File: src/rtl/dpa_trigger_periph_if.sv
// Peripheral bus bundle for the DPA trigger block: word address, write data,
// byte enables and the ORed read-data return.
interface dpa_trigger_periph_if;
  logic [13:0] per_addr;
  logic [15:0] per_din;
  logic        per_en;
  logic [1:0]  per_we;
  logic [15:0] per_dout;

  modport master (output per_addr, per_din, per_en, per_we, input per_dout);
  modport slave  (input per_addr, per_din, per_en, per_we, output per_dout);
endinterface

File: src/rtl/dpa_trigger_periph.sv
// Scope-trigger peripheral: software or external-pin start, programmable delay,
// then a fixed-width trig_out pulse; DONE/OVR status, pulse counter and an IRQ.
module dpa_trigger_periph #(
  parameter logic [13:0] BASE_ADDR = 14'h00C8
) (
  input  logic                 mclk,
  input  logic                 puc_rst,
  dpa_trigger_periph_if.slave  bus,
  input  logic                 gpio_in,
  output logic                 trig_out,
  output logic                 irq_trig
);

  typedef enum logic [1:0] {
    ST_IDLE  = 2'd0,
    ST_DELAY = 2'd1,
    ST_PULSE = 2'd2
  } state_t;

  state_t      state, state_nxt;
  logic [15:0] cnt, cnt_nxt;
  logic [15:0] width_lat, width_lat_nxt;
  logic        ie, ext_en, done, ovr;
  logic [15:0] delay_reg, width_reg, pcount;
  logic        gpio_s1, gpio_sync, gpio_sync_d;

  // Bus decode
  logic       sel, wr_lo, wr_hi, wr_any, rd;
  logic [2:0] reg_off;

  assign sel     = bus.per_en && (bus.per_addr[13:3] == BASE_ADDR[13:3]);
  assign reg_off = bus.per_addr[2:0];
  assign wr_lo   = sel && bus.per_we[0];
  assign wr_hi   = sel && bus.per_we[1];
  assign wr_any  = wr_lo || wr_hi;
  assign rd      = sel && (bus.per_we == 2'b00);

  logic ctrl_wr, start_wr, abort, rise, start_evt, busy, ovr_set, pulse_done;
  logic [15:0] width_eff;

  assign ctrl_wr   = wr_lo && (reg_off == 3'd0);
  assign start_wr  = ctrl_wr && bus.per_din[2];
  assign abort     = ctrl_wr && bus.per_din[3];
  assign rise      = gpio_sync && !gpio_sync_d;
  assign start_evt = start_wr || (ext_en && rise);
  assign busy      = (state != ST_IDLE);
  assign ovr_set   = start_evt && busy;
  // A zero WIDTH still yields a one-cycle pulse
  assign width_eff = (width_reg == 16'd0) ? 16'd1 : width_reg;

  always_comb begin
    state_nxt     = state;
    cnt_nxt       = cnt;
    width_lat_nxt = width_lat;
    pulse_done    = 1'b0;
    if (abort) begin
      state_nxt = ST_IDLE;
      cnt_nxt   = 16'd0;
    end else begin
      unique case (state)
        ST_IDLE: begin
          if (start_evt) begin
            // Width is captured at start so later WIDTH writes cannot alter this pulse
            width_lat_nxt = width_eff;
            if (delay_reg != 16'd0) begin
              state_nxt = ST_DELAY;
              cnt_nxt   = delay_reg;
            end else begin
              state_nxt = ST_PULSE;
              cnt_nxt   = width_eff;
            end
          end
        end
        ST_DELAY: begin
          if (cnt <= 16'd1) begin
            state_nxt = ST_PULSE;
            cnt_nxt   = width_lat;
          end else begin
            cnt_nxt = cnt - 16'd1;
          end
        end
        ST_PULSE: begin
          if (cnt <= 16'd1) begin
            state_nxt  = ST_IDLE;
            cnt_nxt    = 16'd0;
            pulse_done = 1'b1;
          end else begin
            cnt_nxt = cnt - 16'd1;
          end
        end
        default: begin
          state_nxt = ST_IDLE;
          cnt_nxt   = 16'd0;
        end
      endcase
    end
  end

  always_ff @(posedge mclk) begin
    if (puc_rst) begin
      state     <= ST_IDLE;
      cnt       <= 16'd0;
      width_lat <= 16'd0;
      trig_out  <= 1'b0;
      irq_trig  <= 1'b0;
    end else begin
      state     <= state_nxt;
      cnt       <= cnt_nxt;
      width_lat <= width_lat_nxt;
      trig_out  <= (state_nxt == ST_PULSE);
      irq_trig  <= ie && done;
    end
  end

  // Register file and status
  always_ff @(posedge mclk) begin
    if (puc_rst) begin
      ie        <= 1'b0;
      ext_en    <= 1'b0;
      delay_reg <= 16'd0;
      width_reg <= 16'd0;
      done      <= 1'b0;
      ovr       <= 1'b0;
      pcount    <= 16'd0;
    end else begin
      if (ctrl_wr) begin
        ie     <= bus.per_din[0];
        ext_en <= bus.per_din[1];
      end
      if (wr_lo && reg_off == 3'd1) delay_reg[7:0]  <= bus.per_din[7:0];
      if (wr_hi && reg_off == 3'd1) delay_reg[15:8] <= bus.per_din[15:8];
      if (wr_lo && reg_off == 3'd2) width_reg[7:0]  <= bus.per_din[7:0];
      if (wr_hi && reg_off == 3'd2) width_reg[15:8] <= bus.per_din[15:8];

      // Set has priority over write-1-to-clear
      if (pulse_done)
        done <= 1'b1;
      else if (wr_lo && reg_off == 3'd3 && bus.per_din[1])
        done <= 1'b0;

      if (ovr_set)
        ovr <= 1'b1;
      else if (wr_lo && reg_off == 3'd3 && bus.per_din[2])
        ovr <= 1'b0;

      if (wr_any && reg_off == 3'd4)
        pcount <= 16'd0;
      else if (pulse_done)
        pcount <= pcount + 16'd1;
    end
  end

  always_ff @(posedge mclk) begin
    if (puc_rst) begin
      gpio_s1     <= 1'b0;
      gpio_sync   <= 1'b0;
      gpio_sync_d <= 1'b0;
    end else begin
      gpio_s1     <= gpio_in;
      gpio_sync   <= gpio_s1;
      gpio_sync_d <= gpio_sync;
    end
  end

  // Read mux; zero when not selected so it can be ORed onto the shared bus
  always_comb begin
    bus.per_dout = 16'h0000;
    if (rd) begin
      unique case (reg_off)
        3'd0:    bus.per_dout = {14'd0, ext_en, ie};
        3'd1:    bus.per_dout = delay_reg;
        3'd2:    bus.per_dout = width_reg;
        3'd3:    bus.per_dout = {10'd0, 2'(state), gpio_sync, ovr, done, busy};
        3'd4:    bus.per_dout = pcount;
        default: bus.per_dout = 16'h0000;
      endcase
    end
  end

endmodule

File: src/flat_wrapper.sv
// flat-port wrapper written by rule: the top's interface ports become plain ports
module dpa_trigger_periph_flat 
#(
  parameter logic [13:0] BASE_ADDR = 14'h00C8
)
  (mclk, puc_rst, gpio_in, trig_out, irq_trig, bus_per_addr, bus_per_din, bus_per_en, bus_per_we, bus_per_dout);
  dpa_trigger_periph_if bus_i ();
  input  logic mclk;
  input  logic puc_rst;
  input  logic gpio_in;
  output logic trig_out;
  output logic irq_trig;
  input wire logic [$bits(bus_i.per_addr)-1:0] bus_per_addr;
  input wire logic [$bits(bus_i.per_din)-1:0] bus_per_din;
  input wire logic [$bits(bus_i.per_en)-1:0] bus_per_en;
  input wire logic [$bits(bus_i.per_we)-1:0] bus_per_we;
  output wire logic [$bits(bus_i.per_dout)-1:0] bus_per_dout;
  assign bus_i.per_addr = bus_per_addr;
  assign bus_i.per_din = bus_per_din;
  assign bus_i.per_en = bus_per_en;
  assign bus_i.per_we = bus_per_we;
  assign bus_per_dout = bus_i.per_dout;
  dpa_trigger_periph #(.BASE_ADDR(BASE_ADDR)) u_core (.mclk(mclk), .puc_rst(puc_rst), .bus(bus_i), .gpio_in(gpio_in), .trig_out(trig_out), .irq_trig(irq_trig));
endmodule
File: config.mk
export PLATFORM = sky130hd
export DESIGN_NAME = dpa_trigger_periph_flat
export DESIGN_NICKNAME = d
export VERILOG_FILES = /design/src/rtl/dpa_trigger_periph_if.sv /design/src/rtl/dpa_trigger_periph.sv /design/src/flat_wrapper.sv
export SDC_FILE = /design/constraint.sdc
export NUM_CORES = 1
export LEC_CHECK = 0
export CORE_ASPECT_RATIO = 0.7
export CORE_UTILIZATION = 53
export CTS_BUF_LIST = sky130_fd_sc_hd__clkbuf_2 sky130_fd_sc_hd__clkbuf_4 sky130_fd_sc_hd__clkbuf_8
export DETAILED_ROUTE_END_ITERATION = 10
export GPL_TIMING_DRIVEN = 0
export PLACE_DENSITY = 0.82
export SLEW_MARGIN = 20
export SYNTH_ARGS = -nofsm -noshare
export SYNTH_HDL_FRONTEND = slang
export SYNTH_SLANG_ARGS = --single-unit
File: constraint.sdc
create_clock -name mclk -period 2.5 [get_ports mclk]
set_clock_uncertainty 0.05 [all_clocks]
set_input_delay 0.625 -clock mclk [delete_from_list [all_inputs] [get_ports mclk]]
set_output_delay 0.625 -clock mclk [all_outputs]
set_load 0.1 [all_outputs]
==> metrics.txt <==
fill count=slightly below 700; RSZ-0062 raised after global routing=yes; Peak VDD IR=0.349 mV; Vias=5228; 1st-iter DRT viols=613; Worst path max stage delay=0.38 ns; P&R area growth vs syn=32.6%; PD cells=404 nW/um^2; first-pass GRT wire length=25200 um; max-slew violations=0; Final Hold Fails=0; crit path DAT=1.99 ns; Clk Latency, worst-skew pair=~0.4 ns; total I/O pin count=54; Synth top area share=between 30% and 40%; CTS Hold Buffers Added=0; Final HPWL DP=11700 um; Site Rows=28; Die Ht=81.6 um; Sum Neg Setup Slack=-2.15 ns; syn_area_per_cell=between 7 and 8 um^2; largest net degree at the start of global routing=17; Fin Hold WS=between 0.4 and 0.5 ns; share of layout cells above drive strength 1=between 20% and 30%; failing checks=negative setup slack; final worst path period need=2.66 ns; Die ar.=9440 um^2; Pre-antenna DRT Iters=5; H-tree depth=3; Required @ worst endpoint=1.82 ns; Pleak=~2.3 nW; Reg area=~1800 um^2; port buffer count=52; worst path cell trace=nor2_2 -> clkbuf_8 -> a21oi_1 -> a22oi_1 -> o22a_1 -> nor2_4 -> buf_12; final wirelength=16500 um; Buf+Inv Stages, Crit Path=2; Least-Margin Pin Slew=0.966 ns; cell taking the most area after synthesis=dfxtp_1; Slowest cell on crit path=dfxtp_2; # clock sinks=91; final setup fails=16; Antenna diodes=0; antenna-violating nets left=0; CTS tree=done; fin nets=729; worst relative slew slack=35.5%; CTS root buffer=clkbuf_8; via/cell ratio=6.41; CTS clk-pin slew, worst paths=0.09 ns; max-cap viol count=0; Synth warnings=0; CP delay by family, top=compound AO/OA/AOI/OAI gates; mapped cell area=4800 um^2; Distinct cells, synth=62; Max Clk Rate=375 MHz; die span in x=116 um; final worst slack=-0.164 ns; status=finished with violations; ranking of synthesized cells by area=dfxtp_1, a21oi_1, nand2_1; footprint of the multi-input gates=approximately 3100 um^2; EDFF count, synth=0; Post-Synthesis Cells=roughly 610; vias in the first global route=roughly 4800; total grt overflow=0; number of remaining DRC errors=0; sequential area share after synthesis=roughly 38%; dominant synthesized flop cell=dfxtp_1; Yosys reg bits=91; total CTS buffers=9; CP Launch Type=register; worst hold path class=register to register; GP Congestion=approximately 0.9; Core Area=8620 um^2; wire length per cell=just over 20 um; critical path capture point type=output port; Synth Net Count=650; initial antenna violation count=0; worst setup path class=register to output port; starting density of the core=55.6%; crit share post-route=107%; overall routing resource usage=a little over a third; Design Power=2.57 mW; async set or reset register ratio after synthesis=0%; crit path max fanout=10; CTS max path bufs=2
## synthesized netlist by cell type, drive strengths merged, types with 3 or more instances
library cell	instances
a22oi	14
nand3	15
a211oi	8
xor2	8
nand4	11
a221oi	6
dfxtp	91
a221o	3
and4	4
xnor2	4
and3	6
buf	10
o211ai	6
nor2	80
clkbuf	23
o21ai	16
ha	3
a22o	6
mux2i	20
and2	7
nand2	96
nor2b	11
nor4	11
inv	7
a21oi	73
a31oi	9
o21a	3
nand3b	4
o22ai	3
nand2b	4
nor3	12
or3	4
a32o	3
o31ai	3
## final cells by class
class | count | area share [%]
inverters | 7 | 0.413
flip-flops and latches | 91 | 28.7
multi-input cells | 480 | 49.5
plain buffers | 33 | 3.66
repair buffers | 68 | 12.6
well taps | 120 | 2.36
clock inverters | 7 | 0.807
clock buffers | 9 | 1.95
## what timing repair did
item                                    4_1_cts  5_1_grt
buffers inserted                              6        9
gates resized for setup                     252       24
endpoints found under the setup margin       82       50
pin swaps                                    10       10
gates cloned                                  1        0
## per-stage QoR
step                area (um^2)  util (%)  cells  setup WS (ns)
floorplan                  4960         -    611         -0.316
global placement           5630      65.4    783          -1.80
detailed placement         5630      65.4    783          -1.88
CTS                        6210      72.1    806         -0.182
global route               6360      73.8    815         -0.228
finish                     6360      73.8    815         -0.164
## report_power, final
group / leakage (nW) / total (mW) / internal (mW) / switching [mW]
combinational: 1.53 / 0.179 / 0.0797 / 0.0996
sequential: 0.735 / 1.45 / 1.45 / 0.00113
clock: 0.0860 / 0.940 / 0.366 / 0.574
## per-layer routing
layer	GRT usage [%]	up-vias	share of wire (%)
li1	-	2374	-
met1	50.5	2487	43
met3	8.27	31	12
met2	54.2	336	43
met4	10.3	0	1.8
met5	0	-	0
## cell families after synthesis
| kind of cell | Yosys count | share of synthesized area (%) |
|---|---|---|
| AOI/OAI and AO/OA | 168 | 23.2 |
| and+or+nand+nor | 275 | 27.9 |
| muxes | 22 | 4.64 |
| buffers and inverters | 40 | 3.34 |
| adders and majority gates | 3 | 0.783 |
| xor gates and xnor gates | 12 | 2.19 |
| DFF | 91 | 38.0 |
## layout by cell type, fill, tap and decap left out, types with 10 or more instances in the layout
master / synthesis / final
clkdlybuf4s50_1: 0 / 18
clkbuf_1: 23 / 10
a22oi_1: 14 / 14
nand4_1: 11 / 11
nand2_1: 96 / 96
buf_12: 0 / 17
dfxtp_1: 91 / 88
nor2_1: 80 / 62
o21ai_0: 16 / 14
nor2_4: 0 / 16
buf_4: 1 / 17
clkbuf_8: 0 / 14
buf_2: 5 / 11
mux2i_1: 20 / 20
a21oi_1: 73 / 68
nand3_1: 14 / 12
## path summary, 6_finish.rpt
path	to	startpoint	slack, ns	cells past startpoint
worst max-delay path	bus_per_dout[0]	u_core.state[0]$_SDFF_PP0_	-0.16	7
worst min register to register	u_core.gpio_sync$_SDFF_PP0_	u_core.gpio_s1$_SDFF_PP0_	0.40	1
worst min-delay path	u_core.gpio_sync$_SDFF_PP0_	u_core.gpio_s1$_SDFF_PP0_	0.40	1
worst max register to register	u_core.pcount[15]$_SDFFE_PP0P_	u_core.cnt[7]$_SDFFE_PP0P_	0.12	7
No activity file was read; power rests on OpenSTA's default activity.
